$ cat src/rtl/instr_fetch_unit_if.sv
// Fetch-unit bundle: instruction-memory read port, issue handshake to the control unit, branch resolution.
// master = fetch unit, slave = memory/control-unit side.
interface instr_fetch_unit_if #(
    parameter int ADDR_W = 8
);
    logic              imem_req;
    logic [ADDR_W-1:0] imem_addr;
    logic              imem_rvalid;
    logic [7:0]        imem_rdata;
    logic [7:0]        instr_out;
    logic [7:0]        target_out;
    logic [ADDR_W-1:0] link_addr;
    logic              instr_valid;
    logic              instr_ready;
    logic              br_valid;
    logic              br_taken;
    logic [ADDR_W-1:0] pc_out;

    modport master (
        output imem_req, imem_addr,
        input  imem_rvalid, imem_rdata,
        output instr_out, target_out, link_addr, instr_valid,
        input  instr_ready, br_valid, br_taken,
        output pc_out
    );

    modport slave (
        input  imem_req, imem_addr,
        output imem_rvalid, imem_rdata,
        input  instr_out, target_out, link_addr, instr_valid,
        output instr_ready, br_valid, br_taken,
        input  pc_out
    );
endinterface

$ cat src/rtl/instr_fetch_unit.sv
// Fetches 1/2-byte instructions and resolves J/JAL/BEQ/BNE; issue is valid 2 (1-byte) or 4 (2-byte) cycles
// after fetch start with 1-cycle memory; issued outputs hold while instr_ready=0 and no new fetch starts.
module instr_fetch_unit #(
    parameter int                ADDR_W   = 8,
    parameter logic [ADDR_W-1:0] RESET_PC = '0
) (
    input  logic               clk,
    input  logic               rst_n,
    instr_fetch_unit_if.master bus
);
    typedef enum logic [1:0] {FETCH_OP, FETCH_TGT, ISSUE, WAIT_BR} state_t;

    localparam logic [3:0] OP_J   = 4'b1000;
    localparam logic [3:0] OP_JAL = 4'b1001;
    localparam logic [3:0] OP_BEQ = 4'b1100;
    localparam logic [3:0] OP_BNE = 4'b1101;

    state_t            r_state;
    logic [ADDR_W-1:0] r_pc;
    logic [ADDR_W-1:0] r_addr;
    logic [ADDR_W-1:0] r_link;
    logic              r_req;
    logic              r_valid;
    logic [7:0]        r_instr;
    logic [7:0]        r_target;

    logic [ADDR_W-1:0] w_pc_p1;
    logic [ADDR_W-1:0] w_pc_p2;
    logic [ADDR_W-1:0] w_tgt;
    logic [ADDR_W-1:0] w_br_next;
    logic [3:0]        w_op;
    logic [3:0]        w_rd_op;
    logic              w_rd_two;

    assign w_pc_p1   = r_pc + ADDR_W'(1);
    assign w_pc_p2   = r_pc + ADDR_W'(2);
    // Target byte is zero-extended or truncated to the PC width.
    assign w_tgt     = ADDR_W'(r_target);
    assign w_br_next = bus.br_taken ? w_tgt : w_pc_p2;
    assign w_op      = r_instr[7:4];
    assign w_rd_op   = bus.imem_rdata[7:4];
    assign w_rd_two  = (w_rd_op == OP_J) || (w_rd_op == OP_JAL) ||
                       (w_rd_op == OP_BEQ) || (w_rd_op == OP_BNE);

    always_ff @(posedge clk) begin
        if (!rst_n) begin
            r_state  <= FETCH_OP;
            r_pc     <= RESET_PC;
            r_req    <= 1'b0;
            r_addr   <= '0;
            r_instr  <= '0;
            r_target <= '0;
            r_link   <= '0;
            r_valid  <= 1'b0;
        end else begin
            case (r_state)
                FETCH_OP: begin
                    if (!r_req) begin
                        // Only reached straight out of reset; every other entry launches its own request.
                        r_req  <= 1'b1;
                        r_addr <= r_pc;
                    end else if (bus.imem_rvalid) begin
                        r_instr <= bus.imem_rdata;
                        if (w_rd_two) begin
                            r_addr  <= w_pc_p1;
                            r_state <= FETCH_TGT;
                        end else begin
                            r_req    <= 1'b0;
                            r_target <= '0;
                            r_link   <= w_pc_p1;
                            r_valid  <= 1'b1;
                            r_state  <= ISSUE;
                        end
                    end
                end
                FETCH_TGT: begin
                    if (r_req && bus.imem_rvalid) begin
                        r_req    <= 1'b0;
                        r_target <= bus.imem_rdata;
                        r_link   <= w_pc_p2;
                        r_valid  <= 1'b1;
                        r_state  <= ISSUE;
                    end
                end
                ISSUE: begin
                    if (bus.instr_ready) begin
                        r_valid <= 1'b0;
                        case (w_op)
                            OP_J, OP_JAL: begin
                                r_pc    <= w_tgt;
                                r_req   <= 1'b1;
                                r_addr  <= w_tgt;
                                r_state <= FETCH_OP;
                            end
                            OP_BEQ, OP_BNE: begin
                                r_state <= WAIT_BR;
                            end
                            default: begin
                                r_pc    <= w_pc_p1;
                                r_req   <= 1'b1;
                                r_addr  <= w_pc_p1;
                                r_state <= FETCH_OP;
                            end
                        endcase
                    end
                end
                WAIT_BR: begin
                    if (bus.br_valid) begin
                        r_pc    <= w_br_next;
                        r_req   <= 1'b1;
                        r_addr  <= w_br_next;
                        r_state <= FETCH_OP;
                    end
                end
                default: r_state <= FETCH_OP;
            endcase
        end
    end

    assign bus.imem_req    = r_req;
    assign bus.imem_addr   = r_addr;
    assign bus.instr_out   = r_instr;
    assign bus.target_out  = r_target;
    assign bus.link_addr   = r_link;
    assign bus.instr_valid = r_valid;
    assign bus.pc_out      = r_pc;
endmodule

$ cat src/flat_wrapper.sv
// flat-port wrapper written by rule: the top's interface ports become plain ports
module instr_fetch_unit_flat 
#(
    parameter int                ADDR_W   = 8,
    parameter logic [ADDR_W-1:0] RESET_PC = '0
)
  (clk, rst_n, bus_imem_req, bus_imem_addr, bus_imem_rvalid, bus_imem_rdata, bus_instr_out, bus_target_out, bus_link_addr, bus_instr_valid, bus_instr_ready, bus_br_valid, bus_br_taken, bus_pc_out);
  instr_fetch_unit_if #(.ADDR_W(ADDR_W)) bus_i ();
  input  logic clk;
  input  logic rst_n;
  output wire logic [$bits(bus_i.imem_req)-1:0] bus_imem_req;
  output wire logic [$bits(bus_i.imem_addr)-1:0] bus_imem_addr;
  input wire logic [$bits(bus_i.imem_rvalid)-1:0] bus_imem_rvalid;
  input wire logic [$bits(bus_i.imem_rdata)-1:0] bus_imem_rdata;
  output wire logic [$bits(bus_i.instr_out)-1:0] bus_instr_out;
  output wire logic [$bits(bus_i.target_out)-1:0] bus_target_out;
  output wire logic [$bits(bus_i.link_addr)-1:0] bus_link_addr;
  output wire logic [$bits(bus_i.instr_valid)-1:0] bus_instr_valid;
  input wire logic [$bits(bus_i.instr_ready)-1:0] bus_instr_ready;
  input wire logic [$bits(bus_i.br_valid)-1:0] bus_br_valid;
  input wire logic [$bits(bus_i.br_taken)-1:0] bus_br_taken;
  output wire logic [$bits(bus_i.pc_out)-1:0] bus_pc_out;
  assign bus_imem_req = bus_i.imem_req;
  assign bus_imem_addr = bus_i.imem_addr;
  assign bus_i.imem_rvalid = bus_imem_rvalid;
  assign bus_i.imem_rdata = bus_imem_rdata;
  assign bus_instr_out = bus_i.instr_out;
  assign bus_target_out = bus_i.target_out;
  assign bus_link_addr = bus_i.link_addr;
  assign bus_instr_valid = bus_i.instr_valid;
  assign bus_i.instr_ready = bus_instr_ready;
  assign bus_i.br_valid = bus_br_valid;
  assign bus_i.br_taken = bus_br_taken;
  assign bus_pc_out = bus_i.pc_out;
  instr_fetch_unit #(.ADDR_W(ADDR_W), .RESET_PC(RESET_PC)) u_core (.clk(clk), .rst_n(rst_n), .bus(bus_i));
endmodule
$ cat config.mk
export PLATFORM = sky130hd
export DESIGN_NAME = instr_fetch_unit_flat
export DESIGN_NICKNAME = d
export VERILOG_FILES = /design/src/rtl/instr_fetch_unit_if.sv /design/src/rtl/instr_fetch_unit.sv /design/src/flat_wrapper.sv
export SDC_FILE = /design/constraint.sdc
export NUM_CORES = 1
export LEC_CHECK = 0
export ABC_AREA = 1
export BUFFER_PORTS_ARGS = -buffer_cell sky130_fd_sc_hd__buf_4
export CORE_ASPECT_RATIO = 0.8
export CORE_MARGIN = 2
export CORE_UTILIZATION = 55
export CTS_BUF_LIST = sky130_fd_sc_hd__clkbuf_4 sky130_fd_sc_hd__clkbuf_8
export DETAILED_ROUTE_END_ITERATION = 10
export PLACE_DENSITY = 0.81
export SLEW_MARGIN = 10
export SYNTH_ARGS = -nofsm -noshare
export SYNTH_HDL_FRONTEND = slang
export SYNTH_SLANG_ARGS = --single-unit
$ cat constraint.sdc
create_clock -name clk -period 2.2 [get_ports clk]
set_input_delay 0.44 -clock clk [delete_from_list [all_inputs] [get_ports clk]]
set_output_delay 0.44 -clock clk [all_outputs]
set_load 0.05 [all_outputs]
==> results of run 1 <==
report_power, final:
part | internal [mW] | total (mW) | switching, mW | leakage, nW
combinational | 0.256 | 0.872 | 0.616 | 1.04
sequential | 0.877 | 0.946 | 0.0690 | 0.360
clock | 0.336 | 0.627 | 0.291 | 0.0541
kinds of logic (layout without fill, tap and decap cells):
| group | Yosys count | count (layout) | synth area share, % |
|---|---|---|---|
| compound gates | 90 | 90 | 19.2 |
| simple gates | 201 | 201 | 33.8 |
| xor+xnor | 4 | 4 | 1.42 |
| fa+ha+maj | 2 | 2 | 1.02 |
| flops | 44 | 44 | 35.8 |
| buf+inv | 54 | 108 | 8.70 |
flip-flops by register name (all words and copies together), names as in the netlist:
register / count
u_core.bus.target_out: 8
u_core.bus.instr_out: 8
u_core.bus.imem_req: 1
u_core.r_state: 2
u_core.bus.imem_addr: 8
u_core.bus.pc_out: 8
u_core.bus.instr_valid: 1
u_core.bus.link_addr: 8
worst min-delay path: stages:
cell and delay, ns:
buf_4 0.09, nor2_1 0.04, nor2_1 0.08
per-stage QoR:
| stage | setup WS (ns) | cells |
|---|---|---|
| 6_report | 0.338 | 506 |
| 5_1_grt | 0.226 | 506 |
| 4_1_cts | 0.375 | 506 |
| 3_5_place_dp | 0.393 | 498 |
| 3_3_place_gp | 0.412 | 498 |
| 2_1_floorplan | 0.289 | 395 |
cell usage after synthesis, types with 3 or more instances:
cell type    n
inv_2        7
dfxtp_1     44
inv_1       34
xor2_1       3
nor2_2       3
o211ai_1     7
o21ai_1      8
clkbuf_1     8
o21ai_0     34
nand3_1     28
nand2_1    108
a21oi_1     39
buf_2        3
nor2_1      55
layer usage:
| layer | global-route usage [%] | wire, um | part of all wire (%) |
|---|---|---|---|
| met5 | 0 | 0 | 0 |
| met4 | 13.4 | 195 | 2.7 |
| met3 | 5.08 | 773 | 11 |
| met2 | 45.3 | 3040 | 42 |
| met1 | 43.4 | 3170 | 44 |
area by class of cell:
cell class / count / share of cell area, %
Clock buffer: 5 / 2.27
Clock inverter: 3 / 1.41
Inverter: 41 / 5.09
Multi-Input combinational cell: 297 / 45.1
Sequential cell: 44 / 29.1
Tap cell: 57 / 2.36
Timing Repair Buffer: 59 / 14.6
final timing paths:
path	start	to	slack [ns]
max	u_core.bus.pc_out[0]	u_core.bus.imem_addr[6]	0.34
min reg2reg	u_core.bus.instr_valid	u_core.bus.instr_valid	0.47
max reg2reg	u_core.bus.pc_out[0]	u_core.bus.imem_addr[6]	0.34
min	bus_imem_rdata[1]	u_core.bus.instr_out[1]	0.36
==> metrics.yaml, run 1 <==
clkSlewWorstSetupHoldPaths_ns: 0.09
slowest_stage: "dfxtp_1"
seq_area_frac_synth_pct: 35.8
finalSetupTns_ns: 0
area_delta_synth_final_pct: 23.0
p_leak_nw: 1.46
coreArea_um2: 4230
synth_top_cell_by_area: "dfxtp_1"
nets: 464
power.total_mw: 2.44
cts_max_path_buffers: 2
cts_setup_buffers: 0
grt_max_degree: 30
nFillCells: 368
htreeDepth: 2
layout_common_cells: "nand2_1, buf_4, nor2_1"
cts_buffers: 5
cts_resized: 0
wirelength_um: 7180
fp.dieW_um: 78.8
ant_nets: 0
synthTopCellsByArea: "dfxtp_1, nand2_1, nor2_1"
cts.root.buffer_cell: "clkbuf_8"
syn_area_um2: 2460
syn_nets: 411
avgSynthCellArea_um2: 6.23
cp-end-kind: "register"
post_dp_cell_area_um2: 2910
fp.dieArea_um2: 5030
slew_viol_final: 0
finalCritPeriodShare_pct: 84.6
relSlewSlack_pct: 64.8
outcome: "completed"
path_cells: "ha_1, nand3_1, o21ai_0, nand2_1, o21ai_0, nand2_1, nor2_1, nor2_1"
yosysUniqueCellTypes: 25
dr_total_vias: 2829
rows: 21
drive_gt1_share_pct: 18.3
die_y_um: 63.8
ios: 56
rr_worst_depth: 8
first_global_vias: 2526
min_path_cells: 3
critPathArrivalTime_ns: 2.06
diodes: 0
max_freq_mhz: 537
viasPerCell: 5.59
worst_pin_slew_ns: 0.527
crit_family: "simple AND/OR/NAND/NOR gates"
utilization_pct: 71.5
grt_first_pass_wirelength_um: 11900
hold_violations: 0
start_util_pct: 58.1
clock_skew_ns: 0.0100
cts_tree: "yes"
crit_buf_inv: 0
drt_iter0_markers: 354
synthArstFlopShare_pct: 0
cts_hold_buf: 0
grtUsageTotal_pct: 30.4
dp_hpwl_um: 5210
cap_violations: 0
fin_crit_ns: 1.86
multi_input_area_um2: 1370
path_class: "reg -> reg"
drc: 0
synth_warnings: 0
port-buffer-count: 55
setup_viol: 0
synth-edff-count: 0
firstDrtPassIters: 5
grt-ovfl-total: 0
power_density_nw_per_um2: 808
antenna_found_initial: 0
max_stage_delay_ns: 0.50
cp_max_fo: 9
clkSinkCount: 44
crit_cells: 8
min_path_type: "in -> reg"
peakVddDrop_uv: 525
cp-start-kind: "register"
final_common_cell: "nand2_1"
fin_area_um2: 3030
synth_seq_cells: 44
gp_congestion: 0.970
synth_top_area_share_pct: 35.8
fin_hold_ws_ns: 0.360
wire_per_inst_um: 14.2
grt_setup_unrepaired: "no"
clk_latency_ns: 0.31
synth_cells: 395
required_ns: 2.40
synth_ff_type: "dfxtp_1"
seq_area_um2: 881
Note: power is estimated with default switching activity, not from simulation.
==> run 2, diff against run 1 <==
Settings changed: CORE_UTILIZATION 55 to 50, PLACE_DENSITY 0.81 to 0.78.
Clock period 2.2 ns to 1.7 ns, I/O delays scaled along.
==> metrics.yaml, run 2 (same netlist as run 1, synthesis figures left out) <==
outcome: "completed"
cp_max_fo: 9
crit_buf_inv: 0
power_density_nw_per_um2: 999
slew_viol_final: 0
htreeDepth: 2
drive_gt1_share_pct: 21.7
final_common_cell: "nand2_1"
hold_violations: 0
start_util_pct: 52.9
nets: 476
grtUsageTotal_pct: 30.6
clockPowerShare_pct: 22.7
grt-ovfl-total: 0
grt_first_pass_wirelength_um: 12500
internal-power_mw: 1.81
peakVddDrop_uv: 623
diodes: 0
drc: 0
crit_cells: 8
rr_worst_depth: 8
finalSetupTns_ns: 0
cts.root.buffer_cell: "clkbuf_8"
wire_per_inst_um: 14.7
min_path_type: "in -> reg"
p_seq_share_pct: 39.1
switching_share_pct: 42.0
path_cells: "ha_1, nand3_1, o21ai_2, nand2_1, o21ai_0, nand2_1, nor2_1, nor2_1"
viasPerCell: 5.38
post_dp_cell_area_um2: 3010
fp.dieArea_um2: 5500
gp_congestion: 0.958
area_delta_synth_final_pct: 26.7
cts_resized: 0
setup_viol: 0
clk_latency_ns: 0.31
clkSinkCount: 44
path_class: "reg -> reg"
crit_family: "simple AND/OR/NAND/NOR gates"
p_sw_mw: 1.31
min_path_cells: 3
required_ns: 1.90
port-buffer-count: 55
wirelength_um: 7660
clkSlewWorstSetupHoldPaths_ns: 0.09
fin_hold_ws_ns: 0.268
worst_pin_slew_ns: 0.523
first_global_vias: 2588
cts_tree: "yes"
critPathArrivalTime_ns: 1.76
cap_violations: 0
cts_setup_buffers: 0
coreArea_um2: 4650
grt_setup_unrepaired: "no"
ios: 56
grt_max_degree: 30
slowest_stage: "dfxtp_4"
max_stage_delay_ns: 0.41
max_freq_mhz: 643
drt_iter0_markers: 218
relSlewSlack_pct: 65.1
cts_buffers: 5
fin_area_um2: 3120
dr_total_vias: 2805
antenna_found_initial: 0
p_leak_nw: 1.51
fp.dieW_um: 82.4
clock_skew_ns: 0.00709
dp_hpwl_um: 5740
finalCritPeriodShare_pct: 91.5
utilization_pct: 67.0
cts_max_path_buffers: 2
cp-start-kind: "register"
cp-end-kind: "register"
cts_hold_buf: 0
die_y_um: 66.7
firstDrtPassIters: 8
rows: 22
fin_crit_ns: 1.55
ant_nets: 0
pwr-share-comb_pct: 38.2
layout_common_cells: "nand2_1, buf_4, nor2_1"
==> run 2: cell count changes in the layout (fill, tap and decap cells not counted), moves of 2 or more <==
| cell | previous run | this run |
|---|---|---|
| buf_4 | 59 | 71 |
| dfxtp_1 | 44 | 40 |
| o21ai_0 | 34 | 30 |
| dfxtp_2 | 0 | 3 |
| o21ai_1 | 8 | 11 |
| inv_6 | 0 | 2 |
==> run 2: per-stage QoR <==
stage	total power, mW	worst slack, ns	std cells
final	3.11	0.145	521
after global routing	3.28	0.00119	521
after CTS	3.11	0.0471	521
after detailed placement	2.41	0.0671	513
after global placement	2.40	0.165	513
after floorplan	2.04	0.0475	395
==> run 2: worst paths after layout <==
check                                             start                       to  slack [ns]
worst min register to register  u_core.bus.link_addr[3]  u_core.bus.link_addr[3]        0.47
worst max-delay path               u_core.bus.pc_out[0]  u_core.bus.imem_addr[6]        0.15
worst min-delay path                  bus_imem_rdata[4]  u_core.bus.instr_out[4]        0.27
worst max register to register     u_core.bus.pc_out[0]  u_core.bus.imem_addr[6]        0.15
==> run 2: tightest hold or removal path: stages <==
cell and delay, ns:
buf_4 0.08, nor2_1 0.03, nor2_1 0.08
==> run 2: final cells by class <==
cell class,instances,area (um^2)
inverter,41,154
clock inverter,3,26.3
fill,425,1540
multi-input combinational,297,1370
clock buffer,5,68.8
timing repair buffer,71,533
sequential,44,888
tap,60,75.1
==> run 2: per-layer routing <==
layer | share of wire, % | global-route usage, % | wire length [um]
met5 | 0 | 0 | 0
met4 | 2.4 | 10.6 | 185
met3 | 9.1 | 6.10 | 697
met2 | 42 | 47.4 | 3250
met1 | 46 | 42.1 | 3530
==> run 2: power groups by stage <==
stage | clock network, mW | registers (mW) | logic, mW
after floorplan | 0 | 1.57 | 0.468
after global placement | 0 | 1.23 | 1.17
after detailed placement | 0 | 1.24 | 1.18
after CTS | 0.714 | 1.22 | 1.18
after global routing | 0.761 | 1.23 | 1.29
final | 0.705 | 1.22 | 1.19
==> run 3, diff against run 2 <==
Settings changed: SETUP_SLACK_MARGIN set to 0.4.
==> metrics.yaml, run 3 (same netlist as run 1, synthesis figures left out) <==
outcome: "completed"
drt_iter0_markers: 602
power_density_nw_per_um2: 915
finalCritPeriodShare_pct: 89.4
wirelength_um: 10100
critPathArrivalTime_ns: 1.73
fin_crit_ns: 1.52
path_class: "reg -> reg"
ant_nets: 0
dr_total_vias: 3295
cap_violations: 0
min_path_cells: 3
grt_max_degree: 17
min_path_type: "in -> reg"
path_cells: "nand2_1, nor2_4, nand2_1, nand2_1, nand3_1, nand2_1, nand2_2, nor2_4, nor2_1"
cts_max_path_buffers: 2
grt-ovfl-total: 0
r2r-end: "u_core.bus.imem_addr[7]"
drive_gt1_share_pct: 43.9
cts.root.buffer_cell: "clkbuf_8"
crit_end: "u_core.bus.imem_addr[7]"
worst_pin_slew_ns: 0.756
grt_setup_unrepaired: "yes"
required_ns: 1.91
crit_family: "simple AND/OR/NAND/NOR gates"
port-buffer-count: 55
nFillCells: 288
area_delta_synth_final_pct: 55.1
slew_viol_final: 0
layout_common_cells: "nand2_1, buf_4, nor2_1"
finalSetupTns_ns: 0
fin_hold_ws_ns: 0.262
die_y_um: 66.7
max_freq_mhz: 658
peakVddDrop_uv: 705
firstDrtPassIters: 6
clock_skew_ns: 0.00981
cp_max_fo: 6
final_common_cell: "nand2_1"
gp_congestion: 0.991
wire_per_inst_um: 18.5
grt_first_pass_wirelength_um: 14500
antenna_found_initial: 0
grtUsageTotal_pct: 35.7
first_global_vias: 2892
coreArea_um2: 4650
htreeDepth: 2
r2r_start: "u_core.bus.pc_out[5]"
cts_buffers: 5
p_leak_nw: 1.73
cp-start-kind: "register"
fp.dieW_um: 82.4
setup_viol: 0
clkSinkCount: 44
rr_worst_depth: 9
rows: 22
nets: 500
start_util_pct: 52.9
diodes: 0
viasPerCell: 6.05
relSlewSlack_pct: 49.6
drc: 0
clkSlewWorstSetupHoldPaths_ns: 0.09
dp_hpwl_um: 6120
ios: 56
fp.dieArea_um2: 5500
rrSetupSlack_ns: 0.18
crit_start: "u_core.bus.pc_out[5]"
crit_cells: 9
cts_tree: "yes"
crit_buf_inv: 0
cp-end-kind: "register"
clk_latency_ns: 0.32
slowest_stage: "dfxtp_2"
max_stage_delay_ns: 0.42
hold_violations: 0
crit_top_cell: "nand2_1"
==> run 3: cell types whose count changed in the layout (fill, tap and decap cells not counted), moves of 10 or more <==
cell     previous run  this run
nand2_2             1        12
nand2_1           108        87
nand2_4             0        10
a21oi_2             0        11
nor2_1             54        43
o21ai_0            30        15
a21oi_1            39        27
dfxtp_1            40        27
==> run 3: worst min path at each step <==
stage	to	slack, ns	from
floorplan	u_core.bus.instr_out[6]	0.47	bus_imem_rdata[6]
global placement	u_core.bus.instr_valid	0.46	u_core.bus.instr_valid
detailed placement	u_core.bus.instr_valid	0.47	u_core.bus.instr_valid
CTS	u_core.bus.instr_out[4]	0.26	bus_imem_rdata[4]
global route	u_core.bus.instr_out[3]	0.28	bus_imem_rdata[3]
finish	u_core.bus.instr_out[2]	0.26	bus_imem_rdata[2]
==> run 3: per-layer routing <==
layer / up-vias / part of all wire [%] / global-route usage (%)
met1: 1483 / 40 / 51.2
met2: 296 / 41 / 51.1
met5: - / 0 / 0
met4: 0 / 4.2 / 15.4
met3: 58 / 14 / 7.18
li1: 1458 / - / -
==> run 3: worst reg2reg max path, cell delays in order, from the launching register on <==
cell	delay [ns]
dfxtp_2	0.42
nand2_1	0.12
nor2_4	0.18
nand2_1	0.08
nand2_1	0.12
nand3_1	0.12
nand2_1	0.12
nand2_2	0.08
nor2_4	0.13
nor2_1	0.05
==> run 3: cell type report <==
class | instances | area (um^2) | share of cell area [%]
tap | 60 | 75.1 | 1.97
multi-input combinational | 297 | 1740 | 45.7
timing repair inverter | 1 | 6.26 | 0.164
inverter | 41 | 178 | 4.66
clock buffer | 6 | 82.6 | 2.16
clock inverter | 2 | 12.5 | 0.328
timing repair buffer | 94 | 792 | 20.8
sequential | 44 | 927 | 24.3
==> run 3: repair_timing <==
action | in CTS | in global routing
hold endpoints to repair | 0 | 0
resized for setup | 48 | 86
buffers inserted | 15 | 10
hold buffers | 0 | 0
endpoints found under the setup margin | 38 | 48
pin swaps | 23 | 22
cloned | 1 | 2
==> run 3: report_power, final <==
part           switching [mW]  internal (mW)
clock                   0.411          0.332
combinational            1.00          0.498
sequential              0.107           1.14
==> run 3: per-stage QoR <==
step | cell area [um^2] | power [mW] | instances | util, % | worst slack, ns
floorplan | 2570 | 2.05 | 395 | - | 0.340
global placement | 3070 | 2.41 | 509 | 66.1 | 0.181
detailed placement | 3070 | 2.43 | 509 | 66.1 | 0.112
CTS | 3430 | 3.26 | 533 | 73.7 | 0.280
global route | 3820 | 3.60 | 545 | 82.0 | 0.154
finish | 3820 | 3.49 | 545 | 82.0 | 0.180
